### src/rtl/func_arbiter_if.sv
// Request/response bundle between two operand sources, the arbiter and the response consumer.
// master = environment side, slave = arbiter side.
interface func_arbiter_if #(
    parameter int DATA_W = 8,
    parameter int RES_W  = 16
);
    logic              req0_valid;
    logic [DATA_W-1:0] req0_a;
    logic [DATA_W-1:0] req0_b;
    logic              req0_ready;
    logic              req1_valid;
    logic [DATA_W-1:0] req1_a;
    logic [DATA_W-1:0] req1_b;
    logic              req1_ready;
    logic              rsp_valid;
    logic              rsp_ready;
    logic              rsp_id;
    logic [RES_W-1:0]  rsp_y;
    logic              rsp_err;

    modport master (
        output req0_valid, req0_a, req0_b,
        input  req0_ready,
        output req1_valid, req1_a, req1_b,
        input  req1_ready,
        input  rsp_valid, rsp_id, rsp_y, rsp_err,
        output rsp_ready
    );

    modport slave (
        input  req0_valid, req0_a, req0_b,
        output req0_ready,
        input  req1_valid, req1_a, req1_b,
        output req1_ready,
        output rsp_valid, rsp_id, rsp_y, rsp_err,
        input  rsp_ready
    );
endinterface

### src/rtl/func_arbiter.sv
// Round-robin arbiter sharing one cube(a)+sqrt(b) unit between two requesters,
// with a run timeout and a valid/ready response channel.
//
// state | meaning
// IDLE  | waiting for a request; grants combinationally
// START | one-cycle start pulse to the unit
// RUN   | waiting for busy to rise and fall, or for the timeout
// RESP  | response held until the consumer takes it
module func_arbiter #(
    parameter int DATA_W  = 8,
    parameter int RES_W   = 16,
    parameter int TIMEOUT = 255
) (
    input  logic              clk_i,
    input  logic              rst_i,
    func_arbiter_if.slave     bus,
    output logic              unit_start_o,
    output logic [DATA_W-1:0] unit_a_o,
    output logic [DATA_W-1:0] unit_b_o,
    input  logic [1:0]        unit_busy_i,
    input  logic [RES_W-1:0]  unit_y_i
);

    localparam int CNT_W = (TIMEOUT < 2) ? 1 : $clog2(TIMEOUT + 1);

    typedef enum logic [1:0] {
        S_IDLE,
        S_START,
        S_RUN,
        S_RESP
    } state_t;

    state_t             state_q, state_d;
    logic               last_grant_q, last_grant_d;
    logic               seen_busy_q, seen_busy_d;
    logic [CNT_W-1:0]   cnt_q, cnt_d;
    logic [DATA_W-1:0]  op_a_q, op_a_d;
    logic [DATA_W-1:0]  op_b_q, op_b_d;
    logic               id_q, id_d;
    logic [RES_W-1:0]   rsp_y_q, rsp_y_d;
    logic               rsp_err_q, rsp_err_d;
    logic               grant0, grant1;
    logic               busy;

    assign busy = |unit_busy_i;

    always_ff @(posedge clk_i) begin
        if (rst_i) begin
            state_q      <= S_IDLE;
            last_grant_q <= 1'b1;
            seen_busy_q  <= 1'b0;
            cnt_q        <= '0;
            op_a_q       <= '0;
            op_b_q       <= '0;
            id_q         <= 1'b0;
            rsp_y_q      <= '0;
            rsp_err_q    <= 1'b0;
        end else begin
            state_q      <= state_d;
            last_grant_q <= last_grant_d;
            seen_busy_q  <= seen_busy_d;
            cnt_q        <= cnt_d;
            op_a_q       <= op_a_d;
            op_b_q       <= op_b_d;
            id_q         <= id_d;
            rsp_y_q      <= rsp_y_d;
            rsp_err_q    <= rsp_err_d;
        end
    end

    always_comb begin
        state_d      = state_q;
        last_grant_d = last_grant_q;
        seen_busy_d  = seen_busy_q;
        cnt_d        = cnt_q;
        op_a_d       = op_a_q;
        op_b_d       = op_b_q;
        id_d         = id_q;
        rsp_y_d      = rsp_y_q;
        rsp_err_d    = rsp_err_q;
        grant0       = 1'b0;
        grant1       = 1'b0;

        case (state_q)
            S_IDLE: begin
                // On a tie the requester that did not win last time goes first.
                if (bus.req0_valid && (!bus.req1_valid || last_grant_q)) begin
                    grant0 = 1'b1;
                end else if (bus.req1_valid) begin
                    grant1 = 1'b1;
                end
                if (grant0) begin
                    op_a_d       = bus.req0_a;
                    op_b_d       = bus.req0_b;
                    id_d         = 1'b0;
                    last_grant_d = 1'b0;
                    state_d      = S_START;
                end else if (grant1) begin
                    op_a_d       = bus.req1_a;
                    op_b_d       = bus.req1_b;
                    id_d         = 1'b1;
                    last_grant_d = 1'b1;
                    state_d      = S_START;
                end
            end
            S_START: begin
                seen_busy_d = 1'b0;
                cnt_d       = '0;
                state_d     = S_RUN;
            end
            S_RUN: begin
                cnt_d = cnt_q + CNT_W'(1);
                if (busy) begin
                    seen_busy_d = 1'b1;
                end
                // Completion wins over a timeout landing in the same cycle.
                if (seen_busy_q && !busy) begin
                    rsp_y_d   = unit_y_i;
                    rsp_err_d = 1'b0;
                    state_d   = S_RESP;
                end else if (cnt_q == CNT_W'(TIMEOUT - 1)) begin
                    rsp_y_d   = '0;
                    rsp_err_d = 1'b1;
                    state_d   = S_RESP;
                end
            end
            S_RESP: begin
                if (bus.rsp_ready) begin
                    state_d = S_IDLE;
                end
            end
            default: state_d = S_IDLE;
        endcase
    end

    assign bus.req0_ready = grant0;
    assign bus.req1_ready = grant1;
    assign bus.rsp_valid  = (state_q == S_RESP);
    assign bus.rsp_id     = id_q;
    assign bus.rsp_y      = rsp_y_q;
    assign bus.rsp_err    = rsp_err_q;
    assign unit_start_o   = (state_q == S_START);
    assign unit_a_o       = op_a_q;
    assign unit_b_o       = op_b_q;

endmodule

### src/flat_wrapper.sv
// flat-port wrapper written by rule: the top's interface ports become plain ports
module func_arbiter_flat 
#(
    parameter int DATA_W  = 8,
    parameter int RES_W   = 16,
    parameter int TIMEOUT = 255
)
  (clk_i, rst_i, unit_start_o, unit_a_o, unit_b_o, unit_busy_i, unit_y_i, bus_req0_valid, bus_req0_a, bus_req0_b, bus_req0_ready, bus_req1_valid, bus_req1_a, bus_req1_b, bus_req1_ready, bus_rsp_valid, bus_rsp_id, bus_rsp_y, bus_rsp_err, bus_rsp_ready);
  func_arbiter_if #(.DATA_W(DATA_W), .RES_W(RES_W)) bus_i ();
  input  logic clk_i;
  input  logic rst_i;
  output logic unit_start_o;
  output logic [DATA_W-1:0] unit_a_o;
  output logic [DATA_W-1:0] unit_b_o;
  input  logic [1:0] unit_busy_i;
  input  logic [RES_W-1:0] unit_y_i;
  input wire logic [$bits(bus_i.req0_valid)-1:0] bus_req0_valid;
  input wire logic [$bits(bus_i.req0_a)-1:0] bus_req0_a;
  input wire logic [$bits(bus_i.req0_b)-1:0] bus_req0_b;
  output wire logic [$bits(bus_i.req0_ready)-1:0] bus_req0_ready;
  input wire logic [$bits(bus_i.req1_valid)-1:0] bus_req1_valid;
  input wire logic [$bits(bus_i.req1_a)-1:0] bus_req1_a;
  input wire logic [$bits(bus_i.req1_b)-1:0] bus_req1_b;
  output wire logic [$bits(bus_i.req1_ready)-1:0] bus_req1_ready;
  output wire logic [$bits(bus_i.rsp_valid)-1:0] bus_rsp_valid;
  output wire logic [$bits(bus_i.rsp_id)-1:0] bus_rsp_id;
  output wire logic [$bits(bus_i.rsp_y)-1:0] bus_rsp_y;
  output wire logic [$bits(bus_i.rsp_err)-1:0] bus_rsp_err;
  input wire logic [$bits(bus_i.rsp_ready)-1:0] bus_rsp_ready;
  assign bus_i.req0_valid = bus_req0_valid;
  assign bus_i.req0_a = bus_req0_a;
  assign bus_i.req0_b = bus_req0_b;
  assign bus_req0_ready = bus_i.req0_ready;
  assign bus_i.req1_valid = bus_req1_valid;
  assign bus_i.req1_a = bus_req1_a;
  assign bus_i.req1_b = bus_req1_b;
  assign bus_req1_ready = bus_i.req1_ready;
  assign bus_rsp_valid = bus_i.rsp_valid;
  assign bus_rsp_id = bus_i.rsp_id;
  assign bus_rsp_y = bus_i.rsp_y;
  assign bus_rsp_err = bus_i.rsp_err;
  assign bus_i.rsp_ready = bus_rsp_ready;
  func_arbiter #(.DATA_W(DATA_W), .RES_W(RES_W), .TIMEOUT(TIMEOUT)) u_core (.clk_i(clk_i), .rst_i(rst_i), .bus(bus_i), .unit_start_o(unit_start_o), .unit_a_o(unit_a_o), .unit_b_o(unit_b_o), .unit_busy_i(unit_busy_i), .unit_y_i(unit_y_i));
endmodule
### config.mk
export PLATFORM = sky130hd
export DESIGN_NAME = func_arbiter_flat
export DESIGN_NICKNAME = d
export VERILOG_FILES = /design/src/rtl/func_arbiter_if.sv /design/src/rtl/func_arbiter.sv /design/src/flat_wrapper.sv
export SDC_FILE = /design/constraint.sdc
export NUM_CORES = 1
export LEC_CHECK = 0
export BUFFER_PORTS_ARGS = -buffer_cell sky130_fd_sc_hd__buf_2
export CORE_MARGIN = 5
export CORE_UTILIZATION = 30
export CTS_BUF_LIST = sky130_fd_sc_hd__clkbuf_4 sky130_fd_sc_hd__clkbuf_8
export CTS_CLUSTER_DIAMETER = 80
export DETAILED_ROUTE_END_ITERATION = 16
export GPL_TIMING_DRIVEN = 0
export PLACE_DENSITY = 0.55
export SETUP_SLACK_MARGIN = 0.15
export SYNTH_ARGS = -nofsm -noshare
export SYNTH_HDL_FRONTEND = slang
export SYNTH_SLANG_ARGS = --single-unit
### constraint.sdc
create_clock -name clk_i -period 1.67 [get_ports clk_i]
set_input_delay 0 -clock clk_i [delete_from_list [all_inputs] [get_ports clk_i]]
set_output_delay 0 -clock clk_i [all_outputs]
set_load 0.005 [all_outputs]
==> metrics.txt <==
status=completed; Die ar.=8210 um^2; Switching Fraction=between 30% and 40%; Area growth syn-to-layout=55.8%; layout cells sized above 1=46.0%; via-per-instance ratio=about 4.6; worst slew pin tran=0.521 ns; crit end category=flip-flop; vias in the first global route=1,786; yosys warns=0; die height=90.6 um; dpl cells=between 300 and 400; Syn Nets=approximately 260; DR DRC count=0; Post-DP Area=about 2500 um^2; post-route cell area=3040 um^2; DR vias=1,858; Switching Power=0.00123 W; count of final hold-check violations=0; grt peak-use layer=met2; Hold Crit Class=input port to flip-flop; PD cells=1220 nW/um^2; post-synthesis sequential area ratio=47.2%; Initial DRC Count=26; first-pass GRT wire length=8460 um; remaining global-route overflow=0; post-DP HPWL=3730 um; Starting Density=30.7%; CP Launch Type=flip-flop; drt first pass iters=2; WS Path Type=flip-flop to flip-flop; Synth cell types=36; Post-synth ARST share=0%; Reg power frac=37.4%; Clock Pin Slew Worst Setup and Hold Paths=0.08 ns; mean routed wirelength per cell=13.5 um; RSZ-0062 raised after global routing=yes; gr usage total=12.5%; GR Layer Usage met2=approximately a fifth; WL final=5410 um; I/O pin count=93; GRT met1 Usage=14.4%; clk_lat worst skew=0.29 ns; crit-path max FO=7; fin crit share=~94%; ant diodes=0; CP required=around 1.9 ns; Pint=0.00247 W; CTS max path bufs=2; FF+latch count, synth=46; Routed Antenna Nets=0; clk_skew=0.0101 ns; Clk network pwr share=20.2%; largest net degree at the start of global routing=15; dominant synthesized flop cell=dfxtp_1; row count=29; Final min period=1.57 ns; clock sink count=46; final number of max-transition violations=0; CTS Root Cell=clkbuf_8; cell leakage power=1.46 nW; Non-Filler Instances=401; Die X=90.6 um; Core ar.=6350 um^2; TritonCTS clock tree=done; CTS Buf Count=5; Worst EP arrival=1.75 ns; Max Clk Rate=roughly 0.64 GHz; number of port buffers=91; grt met3 use=5.33%; Final nets=roughly 380; gpl congestion=0.733; EDFF count, synth=0; Max VDD drop=between 0.0009 and 0.001 V; Mapped Cells=194; synthesized area=1950 um^2; maxcap violations=0; initial antenna violation count=0; Comb pwr share=42.4%; final setup fails=0; syn_area_per_cell=10.0 um^2; CTS H-tree lvls=2; Rel. slew slack=around 65%
## kinds of logic (layout without fill, tap and decap cells)
kind of cell | count (synthesis) | in the layout | synth area share [%]
adders and majority gates | 6 | 6 | 3.85
muxes | 17 | 17 | 8.73
DFF | 46 | 46 | 47.2
xor gates and xnor gates | 5 | 5 | 2.25
AOI/OAI and AO/OA | 50 | 50 | 19.8
and+or+nand+nor | 50 | 50 | 12.5
buffers and inverters | 20 | 150 | 5.58
## metal layers
metal,vias to the layer above,wire length (um)
li1,951,-
met1,835,2310
met2,67,2580
met3,5,453
met4,0,67
met5,-,0
## through the flow
| stage | util (%) | setup WS [ns] | power [W] | hold slack (ns) | setup TNS [ns] |
|---|---|---|---|---|---|
| after global routing | 47.8 | 0.0616 | 0.00400 | 0.0443 | 0 |
| after global placement | 39.4 | -0.168 | 0.00253 | 0.227 | -2.23 |
| final | 47.8 | 0.103 | 0.00370 | 0.0369 | 0 |
| after CTS | 44.4 | 0.133 | 0.00345 | 0.0311 | 0 |
| after detailed placement | 39.4 | -0.186 | 0.00256 | 0.224 | -2.34 |
| after floorplan | - | 0.213 | 0.00212 | 0.133 | 0 |
## placed cells by master, fill, tap and decap left out, types with 2 or more instances in the layout
cell | Yosys | routed
a211oi_1 | 17 | 16
a21oi_1 | 6 | 6
a22o_1 | 10 | 10
a22o_2 | 6 | 5
a31oi_1 | 2 | 2
and3_1 | 3 | 2
buf_2 | 3 | 92
buf_4 | 1 | 11
buf_6 | 2 | 7
buf_8 | 1 | 3
clkbuf_1 | 4 | 2
clkbuf_8 | 0 | 7
dfxtp_1 | 46 | 41
dfxtp_2 | 0 | 4
dlygate4sd3_1 | 0 | 16
ha_1 | 6 | 3
ha_4 | 0 | 2
inv_1 | 8 | 6
mux2i_1 | 17 | 17
nand2_1 | 4 | 4
nand2b_1 | 2 | 2
nand4_1 | 3 | 3
nor2_1 | 29 | 28
nor2_4 | 0 | 2
nor3_1 | 2 | 2
o21ai_0 | 3 | 3
xor2_1 | 5 | 5
## critical path: stages (launching register included)
cell and delay (ns):
dfxtp_4 0.36, inv_4 0.05, ha_4 0.11, and3_4 0.20, a21oi_4 0.06, o21ba_4 0.23
buf_8 0.14, buf_8 0.12, a22o_1 0.18
## power by group through the flow
stage                     combinational, W  clock, W  sequential, W
final                              0.00157  0.000747        0.00138
after global routing               0.00175  0.000837        0.00141
after CTS                          0.00128  0.000784        0.00138
after detailed placement           0.00116         0        0.00140
after global placement             0.00113         0        0.00140
after floorplan                   0.000715         0        0.00141
## cells in the mapped netlist, types with 4 or more instances
master    count  area [um^2]
a22o_2        6         60.1
mux2i_1      17          170
nand2_1       4         15.0
xor2_1        5         43.8
clkbuf_1      4         15.0
a21oi_1       6         30.0
nor2_1       29          109
ha_1          6         75.1
dfxtp_1      46          921
a22o_1       10         87.6
a211oi_1     17          128
inv_1         8         30.0
## sequential cells by signal, indices dropped and copies added, names as in the netlist
| name | cells |
|---|---|
| u_core.bus.rsp_y | 16 |
| u_core.last_grant_q | 1 |
| u_core.bus.rsp_id | 1 |
| u_core.unit_b_o | 8 |
| u_core.unit_a_o | 8 |
| u_core.bus.rsp_err | 1 |
| u_core.cnt_q | 8 |
| u_core.seen_busy_q | 1 |
| u_core.state_q | 2 |
## layout make-up
type                       count  area [um^2]
tap                           77         96.3
timing repair buffer         122          754
fill                         614         3310
buffer                        12          116
sequential                    46          930
clock buffer                   7         96.3
inverter                       8         32.5
multi-input combinational    128         1000
clock inverter                 1         8.76
## path summary, 6_finish.rpt
kind,slack [ns],startpoint,to,cells after the start
setup / recovery,0.10,u_core.cnt_q[0],u_core.bus.rsp_y[8],8
hold / removal,0.04,bus_req0_a[5],u_core.unit_a_o[5],3
setup reg to reg,0.10,u_core.cnt_q[0],u_core.bus.rsp_y[8],8
hold reg to reg,0.48,u_core.bus.rsp_y[6],u_core.bus.rsp_y[6],1
## repair_timing
action                     in CTS  in global routing
buffers inserted                1                 11
gates resized for setup        14                 26
hold buffers                   16                  0
setup endpoints to repair      26                 31
hold endpoints to repair       16                  0
cloned                          0                  3
pin swaps                       1                  5
Power figures use the tool's default switching activity.
